[config.mk]
export PLATFORM = sky130hd
export DESIGN_NAME = pc_sequencer_flat
export DESIGN_NICKNAME = d
export VERILOG_FILES = /design/src/rtl/pc_sequencer_if.sv /design/src/rtl/pc_sequencer.sv /design/src/flat_wrapper.sv
export SDC_FILE = /design/constraint.sdc
export NUM_CORES = 1
export LEC_CHECK = 0
export ABC_AREA = 1
export CORE_MARGIN = 2
export CORE_UTILIZATION = 59
export DETAILED_ROUTE_END_ITERATION = 7
export HOLD_SLACK_MARGIN = 0.1
export PLACE_DENSITY_LB_ADDON = 0.08
export SYNTH_ARGS = -nofsm -noshare
export SYNTH_HDL_FRONTEND = slang
export SYNTH_SLANG_ARGS = --single-unit
[constraint.sdc]
create_clock -name clk -period 6.1 [get_ports clk]
set_input_delay 1.83 -clock clk [delete_from_list [all_inputs] [get_ports clk]]
set_output_delay 1.83 -clock clk [all_outputs]
set_load 0.02 [all_outputs]
[src/rtl/pc_sequencer_if.sv]
// Bus between the PC sequencer and its environment (switches/buttons and PC unit).
//  run, dir, step, load_req, jump_req, brk_en, brk_addr, pc_in : requests / feedback into the sequencer
//  m, step_cnt, ack, halted, busy                                : control/status out of the sequencer
interface pc_sequencer_if #(
  parameter int unsigned PC_W = 8
);
  logic            run;
  logic            dir;
  logic            step;
  logic            load_req;
  logic            jump_req;
  logic            brk_en;
  logic [PC_W-1:0] brk_addr;
  logic [PC_W-1:0] pc_in;
  logic [1:0]      m;
  logic [31:0]     step_cnt;
  logic            ack;
  logic            halted;
  logic            busy;

  // Environment side: issues requests, observes control/status.
  modport master (
    output run, dir, step, load_req, jump_req, brk_en, brk_addr, pc_in,
    input  m, step_cnt, ack, halted, busy
  );

  // Sequencer side.
  modport slave (
    input  run, dir, step, load_req, jump_req, brk_en, brk_addr, pc_in,
    output m, step_cnt, ack, halted, busy
  );
endinterface

[src/rtl/pc_sequencer.sv]
// Control FSM for the 8-bit PC unit: drives the PC mode select and step counter,
// with free-run stepping, single-step, load/jump request handshakes and a PC
// breakpoint. All outputs are registered; the PC unit samples them on negedge.
//  clk    : system clock, posedge
//  clr    : asynchronous active-low reset
//  bus    : pc_sequencer_if slave (requests in, m/step_cnt/ack/halted/busy out)
module pc_sequencer #(
  parameter int unsigned TICK_DIV = 50_000_000,
  parameter int unsigned PC_W     = 8
) (
  input  logic           clk,
  input  logic           clr,
  pc_sequencer_if.slave  bus
);

  localparam int unsigned CNT_W = 32;
  localparam logic [CNT_W-1:0] PRESC_MAX = CNT_W'(TICK_DIV - 1);

  typedef enum logic [2:0] {
    S_IDLE = 3'd0,
    S_RUN  = 3'd1,
    S_LOAD = 3'd2,
    S_JUMP = 3'd3,
    S_HALT = 3'd4
  } state_e;

  state_e           state_q, state_d;
  state_e           ret_q, ret_d;
  logic [CNT_W-1:0] presc_q, presc_d;
  logic             step_q, load_q, jump_q;

  logic [1:0]       m_q, m_d;
  logic [CNT_W-1:0] step_cnt_q, step_cnt_d;
  logic             ack_q, ack_d;
  logic             halted_q, halted_d;
  logic             busy_q, busy_d;

  logic             step_ev, load_ev, jump_ev;
  logic             step_pulse;
  logic             emit_en;
  logic [CNT_W-1:0] emit_v;
  logic             bp_match;

  // Rising-edge request detection; a held level is served once.
  assign step_ev  = bus.step     & ~step_q;
  assign load_ev  = bus.load_req & ~load_q;
  assign jump_ev  = bus.jump_req & ~jump_q;
  assign bp_match = (PC_W'(bus.pc_in) == PC_W'(bus.brk_addr));

  // State register, return state, prescaler and edge registers.
  always_ff @(posedge clk or negedge clr) begin
    if (!clr) begin
      state_q <= S_IDLE;
      ret_q   <= S_IDLE;
      presc_q <= PRESC_MAX;
      step_q  <= 1'b0;
      load_q  <= 1'b0;
      jump_q  <= 1'b0;
    end else begin
      state_q <= state_d;
      ret_q   <= ret_d;
      presc_q <= presc_d;
      step_q  <= bus.step;
      load_q  <= bus.load_req;
      jump_q  <= bus.jump_req;
    end
  end

  // Next state. Priority: load > jump > step > run; losers are dropped.
  // emit_en marks a RUN cycle whose step_cnt comes from the prescaler.
  always_comb begin
    state_d    = state_q;
    ret_d      = ret_q;
    presc_d    = presc_q;
    step_pulse = 1'b0;
    emit_en    = 1'b0;
    emit_v     = presc_q;
    case (state_q)
      S_IDLE: begin
        if (load_ev) begin
          state_d = S_LOAD;
          ret_d   = S_IDLE;
        end else if (jump_ev) begin
          state_d = S_JUMP;
          ret_d   = S_IDLE;
        end else if (step_ev) begin
          step_pulse = 1'b1;
        end else if (bus.run) begin
          state_d = S_RUN;
          emit_en = 1'b1;
          emit_v  = PRESC_MAX;
        end
      end
      S_RUN: begin
        // Prescaler stays frozen on the edge into LOAD/JUMP.
        if (load_ev) begin
          state_d = S_LOAD;
          ret_d   = S_RUN;
        end else if (jump_ev) begin
          state_d = S_JUMP;
          ret_d   = S_RUN;
        end else if (!bus.run) begin
          state_d = S_IDLE;
        end else begin
          emit_en = 1'b1;
        end
      end
      S_LOAD, S_JUMP: begin
        state_d = ret_q;
        emit_en = (ret_q == S_RUN);
      end
      S_HALT: begin
        if (load_ev) begin
          state_d = S_LOAD;
          ret_d   = S_HALT;
        end else if (jump_ev) begin
          state_d = S_JUMP;
          ret_d   = S_HALT;
        end else if (!bus.run) begin
          state_d = S_IDLE;
        end
      end
      default: state_d = S_IDLE;
    endcase

    if (emit_en) begin
      presc_d = (emit_v == '0) ? PRESC_MAX : emit_v - CNT_W'(1);
      // Breakpoint swallows the step the prescaler would have issued.
      if ((emit_v == '0) && bus.brk_en && bp_match) begin
        state_d = S_HALT;
      end
    end
  end

  // Output decode from the next state, registered below.
  always_comb begin
    m_d        = {1'b0, bus.dir};
    step_cnt_d = CNT_W'(1);
    ack_d      = 1'b0;
    halted_d   = 1'b0;
    busy_d     = 1'b0;
    case (state_d)
      S_IDLE: begin
        if (step_pulse) step_cnt_d = '0;
      end
      S_RUN: begin
        step_cnt_d = emit_v;
        busy_d     = 1'b1;
      end
      S_LOAD: begin
        m_d    = 2'b10;
        ack_d  = 1'b1;
        busy_d = 1'b1;
      end
      S_JUMP: begin
        m_d    = 2'b11;
        ack_d  = 1'b1;
        busy_d = 1'b1;
      end
      S_HALT: begin
        m_d      = 2'b00;
        halted_d = 1'b1;
      end
      default: ;
    endcase
  end

  // Output registers.
  always_ff @(posedge clk or negedge clr) begin
    if (!clr) begin
      m_q        <= 2'b00;
      step_cnt_q <= CNT_W'(1);
      ack_q      <= 1'b0;
      halted_q   <= 1'b0;
      busy_q     <= 1'b0;
    end else begin
      m_q        <= m_d;
      step_cnt_q <= step_cnt_d;
      ack_q      <= ack_d;
      halted_q   <= halted_d;
      busy_q     <= busy_d;
    end
  end

  assign bus.m        = m_q;
  assign bus.step_cnt = step_cnt_q;
  assign bus.ack      = ack_q;
  assign bus.halted   = halted_q;
  assign bus.busy     = busy_q;

endmodule
[src/flat_wrapper.sv]
// flat-port wrapper written by rule: the top's interface ports become plain ports
module pc_sequencer_flat 
#(
  parameter int unsigned TICK_DIV = 50_000_000,
  parameter int unsigned PC_W     = 8
)
  (clk, clr, bus_run, bus_dir, bus_step, bus_load_req, bus_jump_req, bus_brk_en, bus_brk_addr, bus_pc_in, bus_m, bus_step_cnt, bus_ack, bus_halted, bus_busy);
  pc_sequencer_if #(.PC_W(PC_W)) bus_i ();
  input  logic clk;
  input  logic clr;
  input wire logic [$bits(bus_i.run)-1:0] bus_run;
  input wire logic [$bits(bus_i.dir)-1:0] bus_dir;
  input wire logic [$bits(bus_i.step)-1:0] bus_step;
  input wire logic [$bits(bus_i.load_req)-1:0] bus_load_req;
  input wire logic [$bits(bus_i.jump_req)-1:0] bus_jump_req;
  input wire logic [$bits(bus_i.brk_en)-1:0] bus_brk_en;
  input wire logic [$bits(bus_i.brk_addr)-1:0] bus_brk_addr;
  input wire logic [$bits(bus_i.pc_in)-1:0] bus_pc_in;
  output wire logic [$bits(bus_i.m)-1:0] bus_m;
  output wire logic [$bits(bus_i.step_cnt)-1:0] bus_step_cnt;
  output wire logic [$bits(bus_i.ack)-1:0] bus_ack;
  output wire logic [$bits(bus_i.halted)-1:0] bus_halted;
  output wire logic [$bits(bus_i.busy)-1:0] bus_busy;
  assign bus_i.run = bus_run;
  assign bus_i.dir = bus_dir;
  assign bus_i.step = bus_step;
  assign bus_i.load_req = bus_load_req;
  assign bus_i.jump_req = bus_jump_req;
  assign bus_i.brk_en = bus_brk_en;
  assign bus_i.brk_addr = bus_brk_addr;
  assign bus_i.pc_in = bus_pc_in;
  assign bus_m = bus_i.m;
  assign bus_step_cnt = bus_i.step_cnt;
  assign bus_ack = bus_i.ack;
  assign bus_halted = bus_i.halted;
  assign bus_busy = bus_i.busy;
  pc_sequencer #(.TICK_DIV(TICK_DIV), .PC_W(PC_W)) u_core (.clk(clk), .clr(clr), .bus(bus_i));
endmodule
Word-level counts from Yosys, hierarchy flattened
Cells that the tools add are included.

word-level totals
  word-level logic and storage cells = 82
  flip-flop bits (word level) = 78
  RAM bits = 0
  memories = 0
  bits in latches = 0
  bits of input ports = 24
  ROM bits = 0

cells by class
  equality and inequality tests = 13
  div/mod/pow operators = 0
  $add $sub $neg = 1
  $mul = 0
  muxes and demuxes = 40
  reductions and logical operators = 11
  $lt $le $gt $ge = 0
  shifts and indexed selects = 0
  bitwise logic cells = 6

operators with widths
  operator                                                number
  2-to-1 mux 32 bit                                       6
  case mux 32 bit (2 select lines)                        1
  2-to-1 mux 3 bit                                        15
  logical NOT 32 bit                                      1
  subtractor 32 x 1 -> 32 bit (second input constant)     1
  case mux 3 bit (3 select lines)                         2
  2-to-1 mux 1 bit                                        14
  equality test 3 x 2 -> 1 bit (second input constant)    4
  equality test 3 x 1 -> 1 bit (second input constant)    3
  inequality test 3 x 1 -> 1 bit (second input constant)  3
  equality test 8 bit                                     1
  equality test 3 bit (second input constant)             2
  logical NOT 3 bit                                       2
  case mux 2 bit (3 select lines)                         1
  OR reduction 2 bit                                      3
  AND reduction 4 bit                                     1
  AND 1 bit                                               3
  inverter 1 bit                                          3
  case mux 1 bit (3 select lines)                         1
  nonzero test 3 bit                                      1
  OR reduction 3 bit                                      1
  logical AND 1 bit                                       2

Depth between registers and ports, before layout
  word-level depth = 14
  gate-level depth with buffers = 19

Worst setup path before layout
OpenSTA, ideal clock, no wires.

  path kind = in2reg
  start point = input bus_step
  end point = register u_core.presc_q[18]
  setup time = 0.121 ns
  buffers on the path = 1
  slack = 2.511 ns
  cell stages on the path = 15
  required time = 5.979 ns
  arrival = 3.468 ns
  cells stage by stage = inv_1 -> nor2_1 -> nor2_1 -> nand2_4 -> inv_2 -> buf_6 -> nor2_1 -> ha_1 -> inv_1 -> nor2_2 -> nand2_1 -> nor2_2 -> nand3_1 -> xnor2_1 -> o21ai_1

between the ends
  cells in the longest elaborated chain, start to end = 7
  elaborated cells on any way between the ends = 12
  classes of those cells = add/sub: 1; mux: 9; bitwise: 1; reduce/logical: 1

ends and longest elaborated chain
  element                                                                   RTL line             text
  from (decl)                                                               flat_wrapper.sv:13   input wire logic [$bits(bus_i.step)-1:0] bus_step;
  AND 1 bit *                                                               pc_sequencer.sv:45   assign step_ev = bus.step & ~step_q;
  2-to-1 mux 32 bit                                                         pc_sequencer.sv:86   end else if (step_ev) begin
  2-to-1 mux 32 bit                                                         pc_sequencer.sv:83   end else if (jump_ev) begin
  2-to-1 mux 32 bit                                                         pc_sequencer.sv:80   if (load_ev) begin
  2-to-1 mux 32 bit                                                         pc_sequencer.sv:78   case (state_q)
  subtractor 32 x 1 -> 32 bit / logical NOT 32 bit (equally long branches)  pc_sequencer.sv:127  presc_d = (emit_v == '0) ? PRESC_MAX : emit_v - CNT_W'(1);
  2-to-1 mux 32 bit                                                         pc_sequencer.sv:127
  to (signal assigned)                                                      pc_sequencer.sv:62   presc_q <= presc_d;
  to (decl)                                                                 pc_sequencer.sv:29   logic [CNT_W-1:0] presc_q, presc_d;

Mark *: on every way between the ends. The rest lies on a longest branch, timed or not.
A chain may end at the register's enable or synchronous reset.

Final worst setup path
  start point = input bus_jump_req
  end point = register u_core.step_cnt_q[25] (netlist: u_core.bus.step_cnt[25])

between the ends
  cells in the longest elaborated chain, start to end = 11
  elaborated cells on any way between the ends = 22
  classes of those cells = eq/ne: 1; mux: 16; bitwise: 1; reduce/logical: 4

ends and longest elaborated chain
  element                                                                   RTL line             text
  from (decl)                                                               flat_wrapper.sv:15   input wire logic [$bits(bus_i.jump_req)-1:0] bus_jump_req;
  AND 1 bit *                                                               pc_sequencer.sv:47   assign jump_ev = bus.jump_req & ~jump_q;
  2-to-1 mux 32 bit                                                         pc_sequencer.sv:83
  2-to-1 mux 32 bit                                                         pc_sequencer.sv:80
  2-to-1 mux 32 bit                                                         pc_sequencer.sv:78
  logical NOT 32 bit                                                        pc_sequencer.sv:129  if ((emit_v == '0) && bus.brk_en && bp_match) begin
  logical AND 1 bit (2 in series)                                           pc_sequencer.sv:129
  2-to-1 mux 3 bit                                                          pc_sequencer.sv:129
  2-to-1 mux 3 bit                                                          pc_sequencer.sv:126  if (emit_en) begin
  equality test 3 x 1 -> 1 bit / logical NOT 3 bit (equally long branches)  pc_sequencer.sv:142  case (state_d)
  case mux 32 bit (2 select lines) *                                        pc_sequencer.sv:142
  via u_core.step_cnt_d[25]                                                 pc_sequencer.sv:33   logic [CNT_W-1:0] step_cnt_q, step_cnt_d;
  to (signal assigned)                                                      pc_sequencer.sv:178  step_cnt_q <= step_cnt_d;
  to (decl)                                                                 pc_sequencer.sv:33

Mark *: on every way through the listed nets, which the timed path passes. The rest lies on a longest branch.

==> results.cfg <==
[run_status]
status = finished clean

[hold_path]
min_to = u_core.presc_q[13]
holdCritStartpoint = u_core.presc_q[13]
hold_path_class = reg2reg
whs_path_depth = 2

[detailed_routing]
finalWirelength_mm = 9.88
avgRoutedWirePerCell_um = 14.2
drt_iter0_markers = 309
routed_via_density = 5.27
first_pass_iters = 5
antenna_left = 0
drc_errors = 0
dr_total_vias = 3664

[finish]
drive_above_1_share_pct = 16.9
seq_area_sq_um = 1950
finish.utilization_pct = 72.0
final_cell_mix = nand2_1 (118), nor2_1 (97), inv_1 (61), clkdlybuf4s50_1 (59), dfrtp_1 (58)
n_antenna_cell = 0
area_growth_pct = 19.6
fillers = 592
layout_commonest_cell = nand2_1
fin_nets = 617
multi_input_area_sq_um = 1960

[sta]
setup_viol = 0
max_freq_mhz = 217
hold_viol_final = 0
final.setup.tns_ns = 0
finClkSkew_ns = 0.00859
rsz0062_at_grt = false
relSlewSlack_pct = 39.1
fin_ws_ns = 1.49
drv_slew = 0
timing.final.crit_share_pct = 75.6
worst_pin_slew_ns = 0.914
fin_crit_ns = 4.61

[floorplan]
core_sq_um = 7140
die_w_um = 89.4
die-area_sq_um = 7980
ios = 61
die_h_um = 89.4
start_util_pct = 60.2
rows = 31

[grt]
grt_pass1_vias = 3446
grt_use_met2_pct = 42.0
use_met1_pct = 38.2
grt_busiest_layer = met2
track_usage_pct = 27.1
grt_pass1_wl_mm = 16.5
grt_max_degree = 78
antenna_found_initial = 0
grt-ovfl-total = 0
use_met3_pct = 4.43

[cts]
clk_latency_ns = 0.35
clkTransAtPathRegs_ns = 0.08
root_buffer = clkbuf_8
cts.sinks = 77
cts_made_buffers = 9
holdBufCountCts = 0
cts_tree = yes
cts_resized = 0
cts_buffer_depth = 2
htreeDepth = 3
post_cts_buffers = 0

[logic_synthesis]
seq_area_frac_synth_pct = 45.4
synth-seq-cells = 77
ys_top_cells_by_area = dfrtp_1 (34%), dfstp_2 (12%), nand2_1 (10%), nor2_1 (8.5%), inv_1 (5.3%)
syn_avg_cell_area_sq_um = 8.06
ys_warn_count = 0
postSynthCellCount = 533
synth_nets = 559
synth.cell_area_sq_um = 4300
synth_cell_type_count = 44
synth_top_area_cell = dfrtp_1
yosysTopAreaCellShare_pct = 33.8

[setup_path]
critPathMostFrequentCell = nor2_1
critPathRequiredTime_ns = 6.30
rr_worst_depth = 14
cp.arrival_ns = 4.82
path_class = in2reg
crit_chain = clkdlybuf4s50_1 > nand2_1 > nand2_2 > nor2_4 > nand2_4 > inv_2 > nor2_1 > ha_1 > inv_1 > nor2_1 > nand2_1 > nor2_1 > nand4_1 > nand3_2 > nor2_1
cp-start-kind = primary input
r2r_end = u_core.bus.step_cnt[14]
cpPeakStageDelay_ns = 0.50
critPathTopFamily = simple AND/OR/NAND/NOR gates
critPathMaxFanout = 42
end_kind = flip-flop
reg2reg_from = u_core.state_q[0]
reg2reg_slack_ns = 2.96
cp_slowest_cell = nand3_2
crit_buf_inv = 3

[place]
place_congestion = 0.949
io_buffer_count = 60
dpl.hpwl_mm = 7.04
pre_cts_ws_ns = 1.14

[power_and_ir_drop]
peakVddDrop_v = 0.000199
power-per-cell-area_nw_per_um2 = 313
p_leak_uw = 0.00240
power_frac_comb_pct = 32.9
internal_power_uw = 1030
p_seq_share_pct = 39.5
switching_share_pct = 35.9
power_switching_uw = 577
power_frac_clock_pct = 27.6

[flow_run]
cap_violations = 0
[worst max path at each step]
| stage | startpoint | endpoint | slack (ns) | depth (start not counted) |
|---|---|---|---|---|
| final | bus_jump_req | u_core.bus.step_cnt[25] | 1.49 | 15 |
| after global routing | bus_jump_req | u_core.presc_q[20] | 1.16 | 17 |
| after CTS | bus_run | u_core.bus.step_cnt[14] | 1.51 | 14 |
| after detailed placement | bus_jump_req | u_core.bus.step_cnt[25] | 1.14 | 15 |
| after global placement | bus_jump_req | u_core.presc_q[18] | 1.27 | 15 |
| after floorplan | bus_step | u_core.presc_q[18] | 2.51 | 15 |
[synth_stat cells (all sizes together)]
master,number
nand3b,8
nor3b,1
or2,1
xnor2,11
and3,1
clkinv,3
dfrtp,58
a31oi,2
o22ai,4
a22oi,7
o2111ai,1
dfstp,19
o21ai,21
a21oi,12
o21bai,1
ha,2
nor3,8
nand2,131
buf,9
inv,69
nand4,7
xor2,11
nand3,26
nor2,116
clkbuf,4
[layer usage]
metal | vias to the layer above | share of wire [%] | routed length, um
met3 | 20 | 6.4 | 631
met4 | 0 | 2.3 | 226
met1 | 1718 | 45 | 4440
li1 | 1779 | - | -
met5 | - | 0 | 0
met2 | 147 | 46 | 4580
[layout make-up]
type | count | area share (%)
clock inverters | 5 | 1.61
flip-flops and latches | 77 | 38.0
multi-input cells | 371 | 38.1
clock buffers | 11 | 2.95
repair buffers | 60 | 11.6
inverters | 72 | 5.38
well taps | 99 | 2.41
[flip-flops by register name (all words and copies together), names as in the netlist, 2 cells and up]
register / count
u_core.bus.step_cnt: 32
u_core.presc_q: 32
u_core.state_q: 3
u_core.bus.m: 2
u_core.ret_q: 2
[power by group through the flow]
stage | clock, uW | combinational, uW | sequential (uW)
after global routing | 467 | 583 | 642
after CTS | 447 | 527 | 634
after floorplan | 0 | 340 | 680
final | 443 | 529 | 635
after global placement | 0 | 514 | 642
after detailed placement | 0 | 523 | 644
[cells by family (layout without fill, tap and decap cells)]
kind of cell,after synthesis,count (layout),share of synthesized area [%]
compound gates,48,48,7.74
simple gates,299,299,32.7
buf+inv,85,148,9.08
xor+xnor,22,22,4.48
flops,77,77,45.4
fa+ha+maj,2,2,0.582
[metrics by stage]
step	total power, uW	hold WS [ns]	area [sq um]	std cells
6_report	1610	0.479	5140	695
5_1_grt	1690	0.502	5140	695
4_1_cts	1610	0.479	5140	695
3_5_place_dp	1170	0.466	4910	679
3_3_place_gp	1160	0.458	4910	679
2_1_floorplan	1020	0.448	4300	533
[worst register-to-register path: stages (launching register included)]
cell	delay [ns]
dfrtp_1	0.43
nor2_2	0.20
nand2_2	0.08
nor2_4	0.14
nand2_4	0.32
inv_2	0.34
nor2_1	0.13
ha_1	0.21
inv_1	0.07
nor2_1	0.04
nand2_1	0.06
nor2_1	0.05
nand4_1	0.12
nand3_2	0.52
a21oi_1	0.35
(Power assumes the default switching activity.)
